$ cat config.mk
export PLATFORM = sky130hd
export DESIGN_NAME = pkt_mem_responder
export DESIGN_NICKNAME = d
export VERILOG_FILES = /design/src/rtl/pkt_mem_responder_pkg.sv /design/src/rtl/pkt_mem_responder_byte_extract.sv /design/src/rtl/pkt_mem_responder.sv
export SDC_FILE = /design/constraint.sdc
export NUM_CORES = 1
export LEC_CHECK = 0
export CORE_ASPECT_RATIO = 0.6
export CORE_MARGIN = 1.5
export CORE_UTILIZATION = 53
export DETAILED_ROUTE_END_ITERATION = 8
export GPL_TIMING_DRIVEN = 0
export PLACE_DENSITY_LB_ADDON = 0.12
export SETUP_SLACK_MARGIN = 0.3
export SKIP_CTS_REPAIR_TIMING = 1
export SLEW_MARGIN = 10
export SYNTH_ARGS = -nofsm -noshare
export SYNTH_HDL_FRONTEND = slang
export SYNTH_SLANG_ARGS = --single-unit
$ cat constraint.sdc
create_clock -name clk -period 7.8 [get_ports clk]
set_input_delay 1.56 -clock clk [delete_from_list [all_inputs] [get_ports clk]]
set_output_delay 1.56 -clock clk [all_outputs]
set_load 0.01 [all_outputs]
$ cat src/rtl/pkt_mem_responder_pkg.sv
// Shared definitions for the packet-memory load responder: size codes, FSM states,
// and the size-code to byte-count helper.
package pkt_mem_responder_pkg;

    localparam logic [1:0] BPF_W = 2'b00;
    localparam logic [1:0] BPF_H = 2'b01;
    localparam logic [1:0] BPF_B = 2'b10;
    localparam logic [1:0] BPF_X = 2'b11;

    typedef enum logic [1:0] {
        ST_IDLE = 2'd0,
        ST_RD0  = 2'd1,
        ST_RD1  = 2'd2,
        ST_OUT  = 2'd3
    } state_e;

    function automatic logic [2:0] size_bytes(input logic [1:0] sz);
        case (sz)
            BPF_W:   return 3'd4;
            BPF_H:   return 3'd2;
            default: return 3'd1;
        endcase
    endfunction

endpackage

$ cat src/rtl/pkt_mem_responder_byte_extract.sv
// Selects the requested big-endian bytes from one or two BRAM words and right-aligns them.
// Only word1[31:8] can ever contribute, since a load spans at most three bytes into word1.
module pkt_mem_responder_byte_extract
    import pkt_mem_responder_pkg::*;
(
    input  logic [31:0] word0_i,
    input  logic [23:0] word1_hi_i,
    input  logic [1:0]  lane_i,
    input  logic [1:0]  sz_i,
    output logic [31:0] result_o
);

    logic [31:0] top;

    // top holds the four bytes starting at the requested lane, lowest address in the MSB
    always_comb begin
        case (lane_i)
            2'd0:    top = word0_i;
            2'd1:    top = {word0_i[23:0], word1_hi_i[23:16]};
            2'd2:    top = {word0_i[15:0], word1_hi_i[23:8]};
            default: top = {word0_i[7:0],  word1_hi_i};
        endcase
    end

    always_comb begin
        case (sz_i)
            BPF_W:   result_o = top;
            BPF_H:   result_o = {16'h0000, top[31:16]};
            default: result_o = {24'h000000, top[31:24]};
        endcase
    end

endmodule

$ cat src/rtl/pkt_mem_responder.sv
// Packet-memory load responder: bounds-checks CPU loads, reads one or two BRAM words,
// returns zero-extended big-endian data, and aborts on an accept/reject verdict.
module pkt_mem_responder
    import pkt_mem_responder_pkg::*;
#(
    parameter int PKT_ADDR_WIDTH = 12,
    parameter bit PESS           = 1'b0
) (
    input  logic                      clk,
    input  logic                      rst,
    input  logic                      rd_en,
    input  logic [PKT_ADDR_WIDTH-1:0] addr,
    input  logic [1:0]                transfer_sz,
    input  logic [PKT_ADDR_WIDTH:0]   pkt_len,
    input  logic                      acc,
    input  logic                      rej,
    output logic                      rdy,
    output logic [31:0]               rd_data,
    output logic                      mem_vld,
    output logic                      oob,
    output logic                      done,
    output logic                      verdict,
    output logic                      bram_rd_en,
    output logic [PKT_ADDR_WIDTH-3:0] bram_addr,
    input  logic [31:0]               bram_rdata
);

    localparam int AW  = PKT_ADDR_WIDTH;
    localparam int AW1 = PKT_ADDR_WIDTH + 1;
    localparam int WW  = PKT_ADDR_WIDTH - 2;

    state_e          state_q, state_d;
    logic            span_q, oob_q, pend_oob_q, done_q, verdict_q;
    logic [1:0]      lane_q, sz_q;
    logic [WW-1:0]   waddr_q;
    logic [31:0]     word0_q, pend_q, rd_data_q;

    logic            abort, accept, req_oob, req_span, last_rd, completing, read_word1;
    logic [2:0]      nb;
    logic [AW1-1:0]  end_addr;
    logic [31:0]     ext_word0, ext_result, load_val, cur_data;
    logic            cur_oob;

    assign abort    = acc | rej;
    assign nb       = size_bytes(transfer_sz);
    assign end_addr = {1'b0, addr} + AW1'(nb) - AW1'(1);
    // end_addr[AW] catches spanning reads that would wrap past the last BRAM word
    assign req_oob  = (transfer_sz == BPF_X) | end_addr[AW] | (end_addr >= pkt_len);
    assign req_span = ({1'b0, addr[1:0]} + nb) > 3'd4;

    assign last_rd    = ((state_q == ST_RD0) && (oob_q || !span_q)) || (state_q == ST_RD1);
    assign completing = PESS ? (state_q == ST_OUT) : last_rd;
    // The completion cycle behaves as idle so a new load can be accepted back-to-back
    assign rdy        = (state_q == ST_IDLE) || completing;
    assign accept     = rst & rdy & rd_en & ~abort;
    assign read_word1 = (state_q == ST_RD0) && span_q && !oob_q && !abort;

    always_comb begin
        state_d    = state_q;
        bram_rd_en = 1'b0;
        bram_addr  = '0;
        if (accept && !req_oob) begin
            bram_rd_en = 1'b1;
            bram_addr  = addr[AW-1:2];
        end else if (read_word1) begin
            bram_rd_en = 1'b1;
            bram_addr  = waddr_q + WW'(1);
        end
        case (state_q)
            ST_IDLE: if (accept) state_d = ST_RD0;
            ST_RD0:  state_d = (oob_q || !span_q) ? (PESS ? ST_OUT : ST_IDLE) : ST_RD1;
            ST_RD1:  state_d = PESS ? ST_OUT : ST_IDLE;
            default: state_d = ST_IDLE;
        endcase
        if (completing && accept) state_d = ST_RD0;
        if (abort) state_d = ST_IDLE;
    end

    assign ext_word0 = (state_q == ST_RD1) ? word0_q : bram_rdata;

    pkt_mem_responder_byte_extract u_extract (
        .word0_i    (ext_word0),
        .word1_hi_i (bram_rdata[31:8]),
        .lane_i     (lane_q),
        .sz_i       (sz_q),
        .result_o   (ext_result)
    );

    assign load_val = oob_q ? 32'h0 : ext_result;
    assign cur_data = PESS ? pend_q : load_val;
    assign cur_oob  = PESS ? pend_oob_q : oob_q;

    assign mem_vld  = completing & ~abort;
    assign oob      = mem_vld & cur_oob;
    assign rd_data  = mem_vld ? cur_data : rd_data_q;
    assign done     = done_q;
    assign verdict  = verdict_q;

    always_ff @(posedge clk or negedge rst) begin
        if (!rst) begin
            state_q    <= ST_IDLE;
            span_q     <= 1'b0;
            oob_q      <= 1'b0;
            pend_oob_q <= 1'b0;
            done_q     <= 1'b0;
            verdict_q  <= 1'b0;
            lane_q     <= 2'd0;
            sz_q       <= BPF_W;
            waddr_q    <= '0;
            word0_q    <= 32'h0;
            pend_q     <= 32'h0;
            rd_data_q  <= 32'h0;
        end else begin
            state_q <= state_d;
            done_q  <= abort;
            if (abort) verdict_q <= acc & ~rej;
            if (accept) begin
                lane_q  <= addr[1:0];
                sz_q    <= transfer_sz;
                oob_q   <= req_oob;
                span_q  <= req_span;
                waddr_q <= addr[AW-1:2];
            end
            if ((state_q == ST_RD0) && span_q) word0_q <= bram_rdata;
            if (last_rd) begin
                pend_q     <= load_val;
                pend_oob_q <= oob_q;
            end
            if (mem_vld) rd_data_q <= cur_data;
        end
    end

endmodule

# Word-level counts from Yosys, hierarchy flattened

Index checks and enable logic that the tools add are counted.

Add/subtract/negate cells: 4
Order comparisons: 2
Equal/unequal tests: 8
Mux-type cells: 15
Bitwise operators: 11
Reductions and logical operators: 17

Operator list:

| kind                    | number |
|---|---|
| $mux W32                | 3 |
| $pmux W32 S3            | 1 |
| $pmux W32 S2            | 1 |
| $mux W10                | 2 |
| $add A12 B3 Y13         | 1 |
| $ge A13 B13 Y1          | 1 |
| $sub A13 B1 Y13 const B | 1 |
| $add A10 B1 Y10 const B | 1 |
| $eq A2 B1 Y1 const B    | 4 |
| $logic_not A2 Y1        | 4 |
| $mux W2                 | 4 |
| $and A1 B1 Y1           | 6 |
| $eq A2 B2 Y1 const B    | 3 |
| $logic_and A1 B1 Y1     | 6 |
| $pmux W3 S2             | 1 |
| $logic_not A1 Y1        | 4 |
| $ne A4 B3 Y1 const B    | 1 |
| $pmux W2 S2             | 1 |
| $add A2 B3 Y3           | 1 |
| $gt A3 B3 Y1 const B    | 1 |
| $logic_or A1 B1 Y1      | 3 |
| $or A1 B1 Y1            | 3 |
| $mux W1                 | 2 |
| $not A1 Y1              | 2 |

Register bits after elaboration: 84
Input port bits: 64
Output and inout port bits: 48
Word-level logic and storage cells: 67

# Depth between registers and ports, before layout

Gate-level depths: netlist of run 1.

Depth after elaboration: 12
Mapped depth: 20
Depth with buffers taken out: 19

# Hierarchy

Synthesis of run 1 repeated with hierarchy kept, for this count alone.

Cell total of the unflattened synthesis: 657
Area, all modules: 6128.4 um^2

Modules (own cells, without submodules):

| module                         | times used | cells each | area an instance (um^2) | sequential area each (um^2) |
|---|---|---|---|---|
| pkt_mem_responder              | 1          | 478        | 4759.6                  | 2102.0 |
| pkt_mem_responder_byte_extract | 1          | 179        | 1368.8                  | 0.0 |

# Worst setup path before layout of run 1

No wires, ideal clock.

Path type: input -> output
Start point: input transfer_sz[1]
End point: output bram_addr[2]
Arrival time: 5.212 ns
Data required time: 6.240 ns
Setup slack: 1.028 ns
Stages: 17
Buffers on the path: 2
Path through: or2_2 -> ha_1 -> inv_1 -> ha_1 -> a211oi_1 -> nor4b_2 -> o211ai_2 -> nor3b_1 -> a311oi_2 -> buf_2 -> ha_1 -> nand4_1 -> nor2_1 -> a2111oi_0 -> o21ai_0 -> buf_2 -> o32ai_1

Word-level cells in the longest chain between the ends: 9
Elaborated cells between the ends (all ways): 12
Those cells by class: add/sub (2); order compare (1); eq/ne (2); mux (2); bitwise (2); reduce/logical (3)

RTL lines:

| item                                                    | RTL line                    | RTL |
|---|---|---|
| start: declaration                                      | pkt_mem_responder.sv:13     | `input logic [1:0] transfer_sz,` |
| $eq A2 B1 Y1 / $logic_not A2 Y1 (equally long branches) | pkt_mem_responder_pkg.sv:18 | `case (sz)` |
| $pmux W3 S2                                             | pkt_mem_responder_pkg.sv:18 |  |
| $add A12 B3 Y13                                         | pkt_mem_responder.sv:46     | `assign end_addr = {1'b0, addr} + AW1'(nb) - AW1'(1);` |
| $sub A13 B1 Y13                                         | pkt_mem_responder.sv:46     |  |
| $ge A13 B13 Y1 / $or A1 B1 Y1 (equally long branches)   | pkt_mem_responder.sv:48     | `assign req_oob = (transfer_sz == BPF_X) \| end_addr[AW] \| (end_addr >= pkt_len);` |
| $or A1 B1 Y1 *                                          | pkt_mem_responder.sv:48     |  |
| $logic_not A1 Y1 *                                      | pkt_mem_responder.sv:62     | `if (accept && !req_oob) begin` |
| $logic_and A1 B1 Y1 *                                   | pkt_mem_responder.sv:62     |  |
| $mux W10 *                                              | pkt_mem_responder.sv:62     |  |
| end: declaration                                        | pkt_mem_responder.sv:24     | `output logic [PKT_ADDR_WIDTH-3:0] bram_addr,` |

Mark *: on every way between the ends. The rest lies on a longest branch, timed or not.

# Worst setup path in the final report of run 1

Start point: input addr[1]
End point: output bram_addr[6]

Word-level cells in the longest chain between the ends: 7
Elaborated cells between the ends (all ways): 8
Those cells by class: add/sub (2); order compare (1); mux (1); bitwise (2); reduce/logical (2)

RTL lines:

| item                                                  | RTL line                | RTL |
|---|---|---|
| start: declaration                                    | pkt_mem_responder.sv:12 | `input logic [PKT_ADDR_WIDTH-1:0] addr,` |
| $add A12 B3 Y13 *                                     | pkt_mem_responder.sv:46 |  |
| $sub A13 B1 Y13 *                                     | pkt_mem_responder.sv:46 |  |
| $ge A13 B13 Y1 / $or A1 B1 Y1 (equally long branches) | pkt_mem_responder.sv:48 |  |
| $or A1 B1 Y1 *                                        | pkt_mem_responder.sv:48 |  |
| $logic_not A1 Y1 *                                    | pkt_mem_responder.sv:62 |  |
| $logic_and A1 B1 Y1 *                                 | pkt_mem_responder.sv:62 |  |
| $mux W10 *                                            | pkt_mem_responder.sv:62 |  |

Marked as above.

==> flow_metrics.py, run 1 <==
metrics = {
    "detailed_routing": {
        "route.detailed.drc": 0,
        "drt_pass1_iterations": 5,
        "final_antenna_net_count": 0,
        "routed_wl_um": 17900,
        "wl_per_cell_um": 20.7,
        "vias_per_cell": 6.10,
        "drtIter0Drc": 620,
        "vias": 5296,
    },
    "hold_path": {
        "min_path_type": "reg2reg",
    },
    "placed_design": {
        "place_worst_setup_slack_ns": -0.781,
        "place_area_um2": 7110,
        "gp_congestion": 0.933,
        "place.detailed.hpwl_um": 13700,
        "portBuffers": 111,
    },
    "status": {
        "status": "complete, no violations",
    },
    "setup_path": {
        "worstPathArrival_ns": 5.83,
        "crit_path_max_fanout": 10,
        "cpMostUsedCell": "inv_1",
        "start_kind": "input port",
        "crit_type": "in2out",
        "required_ns": 6.24,
        "end_kind": "primary output",
        "cpPeakStageDelay_ns": 0.51,
        "worstPathCellList": "clkdlybuf4s50_1, inv_1, ha_1, inv_1, ha_2, inv_1, fa_2, nor2b_1, o21ai_1, a21oi_2, o31ai_4, o311ai_2, ha_1, a21oi_1, nor2b_1, a2111oi_1, o21ai_1, buf_4, buf_6, o32ai_2, buf_2",
        "slowest_stage": "clkdlybuf4s50_1",
    },
    "timing": {
        "layout_setup_ws_ns": 0.412,
        "fin_crit_sh_pct": 94.7,
        "fin_crit_ns": 7.39,
        "fin_skew_ns": 0.00904,
        "slew_headroom_pct": 37.6,
        "setup_viol": 0,
        "finalHoldViolCount": 0,
        "holdWs_ns": 0.485,
        "worst_pin_slew_ns": 0.929,
        "rsz0062_at_grt": "true",
        "setup_tns_ns": 0,
        "drv_slew": 0,
        "fmax_ghz": 0.135,
    },
    "power": {
        "ir_worst_vdd_mv": 0.135,
        "p_sw_mw": 0.524,
        "pwr-share-comb_pct": 35.1,
        "powerDensity_nw_per_um2": 202,
        "clockPowerShare_pct": 27.1,
        "switching_share_pct": 34.5,
        "p_leak_nw": 3.47,
        "p_int_mw": 0.997,
        "pwr-share-seq_pct": 37.8,
    },
    "cts": {
        "htreeDepth": 3,
        "cts_root_buf": "clkbuf_16",
        "cts_tree": "built",
        "clock_latency_ns": 0.35,
        "clk_pin_slew_worst_paths_ns": 0.06,
        "cts_sinks": 84,
        "cts_buffer_depth": 2,
        "numCtsBuffers": 9,
    },
    "logic_synthesis": {
        "yosys_most_used_dff": "dfrtp_1",
        "syn_nets": 690,
        "ys_seq_area_share_pct": 36.3,
        "netlist_top_cells_area": "dfrtp_1 (36%), mux2i_1 (11%), ha_1 (6.3%)",
        "avgSynthCellArea_um2": 9.74,
        "postSynthRegisterBits": 84,
        "ys_top_cells_by_count": "dfrtp_1 (84), mux2i_1 (65), nand2_1 (61)",
        "ys_warn_count": 0,
        "yosysTopAreaCellShare_pct": 36.3,
        "netlist_area_um2": 5800,
        "synth.distinct_cells": 54,
        "async_flop_share_pct": 100,
        "synth_largest_area_cell": "dfrtp_1",
        "yosysMostFrequentCell": "dfrtp_1",
        "synth-edff-count": 0,
        "syn_inst": 595,
    },
    "cells_and_area": {
        "final_net_count": 819,
        "postLayoutCellArea_um2": 7540,
        "area_growth_pct": 30.1,
        "num_antenna_cells": 0,
        "fillCellCount": 782,
        "drive_above_1_share_pct": 14.8,
    },
    "grt": {
        "grt_start_max_net_pins": 47,
        "grt_pass1_vias": 5043,
        "grtUsageTotal_pct": 31.4,
        "grt_pass1_wl_um": 27900,
        "grt_overflow_total": 0,
        "antenna_found_initial": 0,
    },
    "run": {
        "drv_cap": 0,
    },
    "floorplanning": {
        "die_h_um": 84,
        "num_rows": 29,
        "io_pins": 112,
        "design.die.area_um2": 11600,
        "die_w_um": 138,
        "fp.coreArea_um2": 10600,
        "start_util_pct": 54.7,
    },
}
final timing paths:
path | start | cells past startpoint | slack [ns] | endpoint
hold / removal | rd_data_q[10] | 1 | 0.48 | rd_data_q[10]
max in group asynchronous | rst | 2 | 5.97 | word0_q[3]
hold reg to reg | rd_data_q[10] | 1 | 0.48 | rd_data_q[10]
setup / recovery | addr[1] | 21 | 0.41 | bram_addr[6]
min in group asynchronous | rst | 1 | 1.20 | waddr_q[7]
setup reg to reg | lane_q[1] | 5 | 5.18 | rd_data_q[17]
cells by family (layout without fill, tap and decap cells):
family	Yosys count	count (layout)	synth area share (%)
AOI/OAI and AO/OA	138	138	15.8
xor gates and xnor gates	17	17	2.57
buffers and inverters	95	229	6.95
muxes	106	106	21.9
DFF	84	84	36.3
and+or+nand+nor	124	124	9.59
adders and majority gates	31	31	6.95
power groups by stage:
stage | Clock [mW] | Combinational, mW | Sequential (mW)
after floorplan | 0 | 0.323 | 0.565
after global placement | 0 | 0.481 | 0.574
after detailed placement | 0 | 0.499 | 0.579
after CTS | 0.416 | 0.503 | 0.572
after global routing | 0.436 | 0.577 | 0.583
final | 0.413 | 0.534 | 0.574
critical path: cells and delay by family:
| family | cells | cell delay [ns] |
|---|---|---|
| AO/OA/AOI/OAI | 8 | 1.68 |
| adder cells (fa/ha/maj) | 4 | 1.15 |
| buffers and inverters | 7 | 1.21 |
| AND/OR/NAND/NOR | 2 | 0.22 |
state kept, by name, indices dropped and copies added (netlist names), 2 cells and up:
signal     flops
rd_data_q     32
state_q        2
lane_q         2
word0_q       32
sz_q           2
waddr_q       10
layer usage:
layer  track usage [%]  part of all wire [%]  up-vias
li1                  -                     -     2378
met1              49.4                    49     2600
met2              41.2                    39      303
met3              10.0                    11       15
met4              7.08                  0.77        0
met5                 0                     0        -
per-stage QoR:
step / std cells / power (mW) / util [%]
2_1_floorplan: 595 / 0.888 / -
3_3_place_gp: 845 / 1.06 / 66.8
3_5_place_dp: 846 / 1.08 / 67.1
4_1_cts: 862 / 1.49 / 69.8
5_1_grt: 868 / 1.60 / 71.2
6_report: 868 / 1.52 / 71.2
layout make-up:
type / count / area [µm²] / share of cell area [%]
buffer: 35 / 190 / 2.52
clock inverter: 6 / 46.3 / 0.614
inverter: 60 / 225 / 2.99
tap: 139 / 174 / 2.31
timing repair buffer: 118 / 1150 / 15.3
sequential: 84 / 2100 / 27.9
clock buffer: 10 / 239 / 3.17
multi-input combinational: 416 / 3410 / 45.2
cell usage in the layout (no fill, tap or decap), types with 6 or more instances in the layout:
master / synthesis / layout
xnor2_1: 11 / 11
o32ai_2: 0 / 6
a221o_1: 7 / 7
a21oi_1: 17 / 16
ha_1: 29 / 27
clkbuf_16: 0 / 9
o21ai_0: 55 / 52
xor2_1: 6 / 6
nor2_1: 31 / 31
o211ai_1: 7 / 7
clkbuf_1: 22 / 22
nand2_1: 61 / 61
inv_1: 60 / 59
a21o_1: 8 / 8
clkdlybuf4s50_1: 0 / 97
nand4_1: 6 / 6
mux2_2: 27 / 27
a22o_1: 6 / 6
buf_4: 4 / 11
mux2i_1: 65 / 65
dfrtp_1: 84 / 84
mux4_2: 14 / 14
buf_2: 6 / 8
Power figures use the tool's default switching activity.
==> run 2, diff against run 1 <==
CAP_MARGIN = 30   (was not set)
CORE_MARGIN = 10   (was 1.5)
==> run 2 against run 1 <==
Effect of this change:
- global-route usage decreased by 8.3 points
- maximum frequency grew 0.52%
- sequential share of layout area rose by 0.083 points
- critical endpoint is now bram_addr[5]
==> flow_metrics.py, run 2 (synthesized netlist as in run 1, its figures left out) <==
metrics = {
    "power": {
        "powerDensity_nw_per_um2": 202,
        "ir_worst_vdd_mv": 0.145,
        "finalPower_mw": 1.52,
        "p_leak_nw": 3.48,
    },
    "placed_design": {
        "place.detailed.hpwl_um": 14700,
        "place_area_um2": 7100,
        "portBuffers": 111,
        "gp_congestion": 0.929,
        "place_worst_setup_slack_ns": -0.804,
    },
    "cts": {
        "cts_tree": "built",
        "cts_root_buf": "clkbuf_16",
        "clk_pin_slew_worst_paths_ns": 0.07,
        "htreeDepth": 3,
        "numCtsBuffers": 9,
        "cts_buffer_depth": 2,
        "clock_latency_ns": 0.34,
        "cts_sinks": 84,
    },
    "cells_and_area": {
        "final_net_count": 820,
        "mostFrequentLayoutCell": "clkdlybuf4s50_1",
        "drive_above_1_share_pct": 14.2,
        "fillCellCount": 794,
        "postLayoutCellArea_um2": 7520,
        "area_growth_pct": 29.7,
        "num_antenna_cells": 0,
        "reg_top3": "rd_data_q x32, word0_q x32, waddr_q x10",
        "final_cell_mix": "clkdlybuf4s50_1 (96), dfrtp_1 (84), mux2i_1 (65), nand2_1 (61), inv_1 (59)",
    },
    "setup_path": {
        "cpMostUsedCell": "ha_1",
        "required_ns": 6.24,
        "reg2reg_from": "lane_q[1]",
        "r2r_slack_ns": 5.06,
        "start_kind": "input port",
        "r2r-end": "rd_data_q[20]",
        "crit_path_max_fanout": 6,
        "cpPeakStageDelay_ns": 0.45,
        "worstPathCellList": "clkdlybuf4s50_1, inv_1, ha_1, inv_1, ha_1, a211oi_4, nor4b_4, o211ai_2, nor3b_1, a311oi_2, buf_4, ha_1, nand4_1, nor2_1, a2111oi_1, o21ai_1, buf_4, o32ai_1, clkbuf_2",
        "ff2ff_path_depth": 5,
        "worstPathArrival_ns": 5.79,
        "crit_type": "in2out",
        "slowest_stage": "clkdlybuf4s50_1",
        "end_kind": "primary output",
    },
    "timing": {
        "fmax_ghz": 0.136,
        "setup_tns_ns": 0,
        "finalHoldViolCount": 0,
        "holdWs_ns": 0.491,
        "fin_skew_ns": 0.0106,
        "rsz0062_at_grt": "false",
        "drv_slew": 0,
        "worst_pin_slew_ns": 0.801,
        "slew_headroom_pct": 46.2,
        "layout_setup_ws_ns": 0.450,
        "fin_crit_sh_pct": 94.2,
        "setup_viol": 0,
        "fin_crit_ns": 7.35,
    },
    "grt": {
        "met3_usage_pct": 9.46,
        "antenna_found_initial": 0,
        "grt_pass1_vias": 5037,
        "busiest_layer": "met1",
        "grtUsageMet1_pct": 34.1,
        "grt_start_max_net_pins": 50,
        "grt_overflow_total": 0,
        "grtUsageMet2_pct": 30.5,
        "grt_pass1_wl_um": 28300,
        "grtUsageTotal_pct": 23.1,
    },
    "floorplanning": {
        "die_w_um": 155,
        "design.die.area_um2": 15700,
        "io_pins": 112,
        "fp.coreArea_um2": 10600,
        "die_h_um": 101,
        "num_rows": 29,
        "start_util_pct": 54.5,
    },
    "detailed_routing": {
        "routed_wl_um": 18800,
        "drtIter0Drc": 550,
        "wl_per_cell_um": 21.6,
        "drt_pass1_iterations": 7,
        "vias_per_cell": 6.11,
        "final_antenna_net_count": 0,
        "vias": 5308,
        "route.detailed.drc": 0,
    },
    "hold_path": {
        "min_path_type": "reg2reg",
        "hp-start": "word0_q[27]",
        "min_to": "word0_q[27]",
        "whs_path_depth": 2,
    },
    "status": {
        "status": "complete, no violations",
    },
    "run": {
        "drv_cap": 0,
    },
}
==> run 2: area by class of cell <==
cell class              count  area [µm²]  area share, %
repair buffers            119        1160           15.4
multi-input cells         416        3390           45.1
plain buffers              35         183           2.43
flip-flops and latches     84        2100           28.0
clock buffers              10         239           3.18
well taps                 139         174           2.31
clock inverters             6        46.3          0.616
inverters                  60         225           3.00
==> run 2: routing by layer <==
layer  up-vias  share of wire [%]
met3        23                 14
met2       311                 40
met1      2588                 45
li1       2386                  -
met5         -                  0
met4         0               0.93
==> run 2: metrics by stage <==
step / instances / utilization [%]
2_1_floorplan: 595 / -
3_3_place_gp: 845 / 66.6
3_5_place_dp: 846 / 66.8
4_1_cts: 862 / 69.4
5_1_grt: 869 / 70.7
6_report: 869 / 70.7
==> run 2: worst max path at each step <==
stage / start / to / slack, ns / cells past startpoint
after floorplan: transfer_sz[1] / bram_addr[2] / 1.03 / 17
after global placement: rst / bram_addr[3] / -1.54 / 7
after detailed placement: transfer_sz[1] / bram_addr[7] / -0.80 / 19
after CTS: transfer_sz[1] / bram_addr[7] / -0.81 / 19
after global routing: addr[0] / bram_addr[7] / 0.31 / 20
final: addr[2] / bram_addr[5] / 0.45 / 19
==> run 2: power by group <==
part	internal, mW	leakage, nW	switching [mW]
Sequential	0.523	1.06	0.0515
Clock	0.227	0.135	0.183
Combinational	0.247	2.29	0.290
Total	0.996	3.48	0.525
==> run 2: critical path: cells and delay by family <==
family	cells	cell delay (ns)
AOI/OAI and AO/OA	6	1.65
adders and majority gates	3	0.93
buffers and inverters	6	1.22
and+or+nand+nor	4	0.41
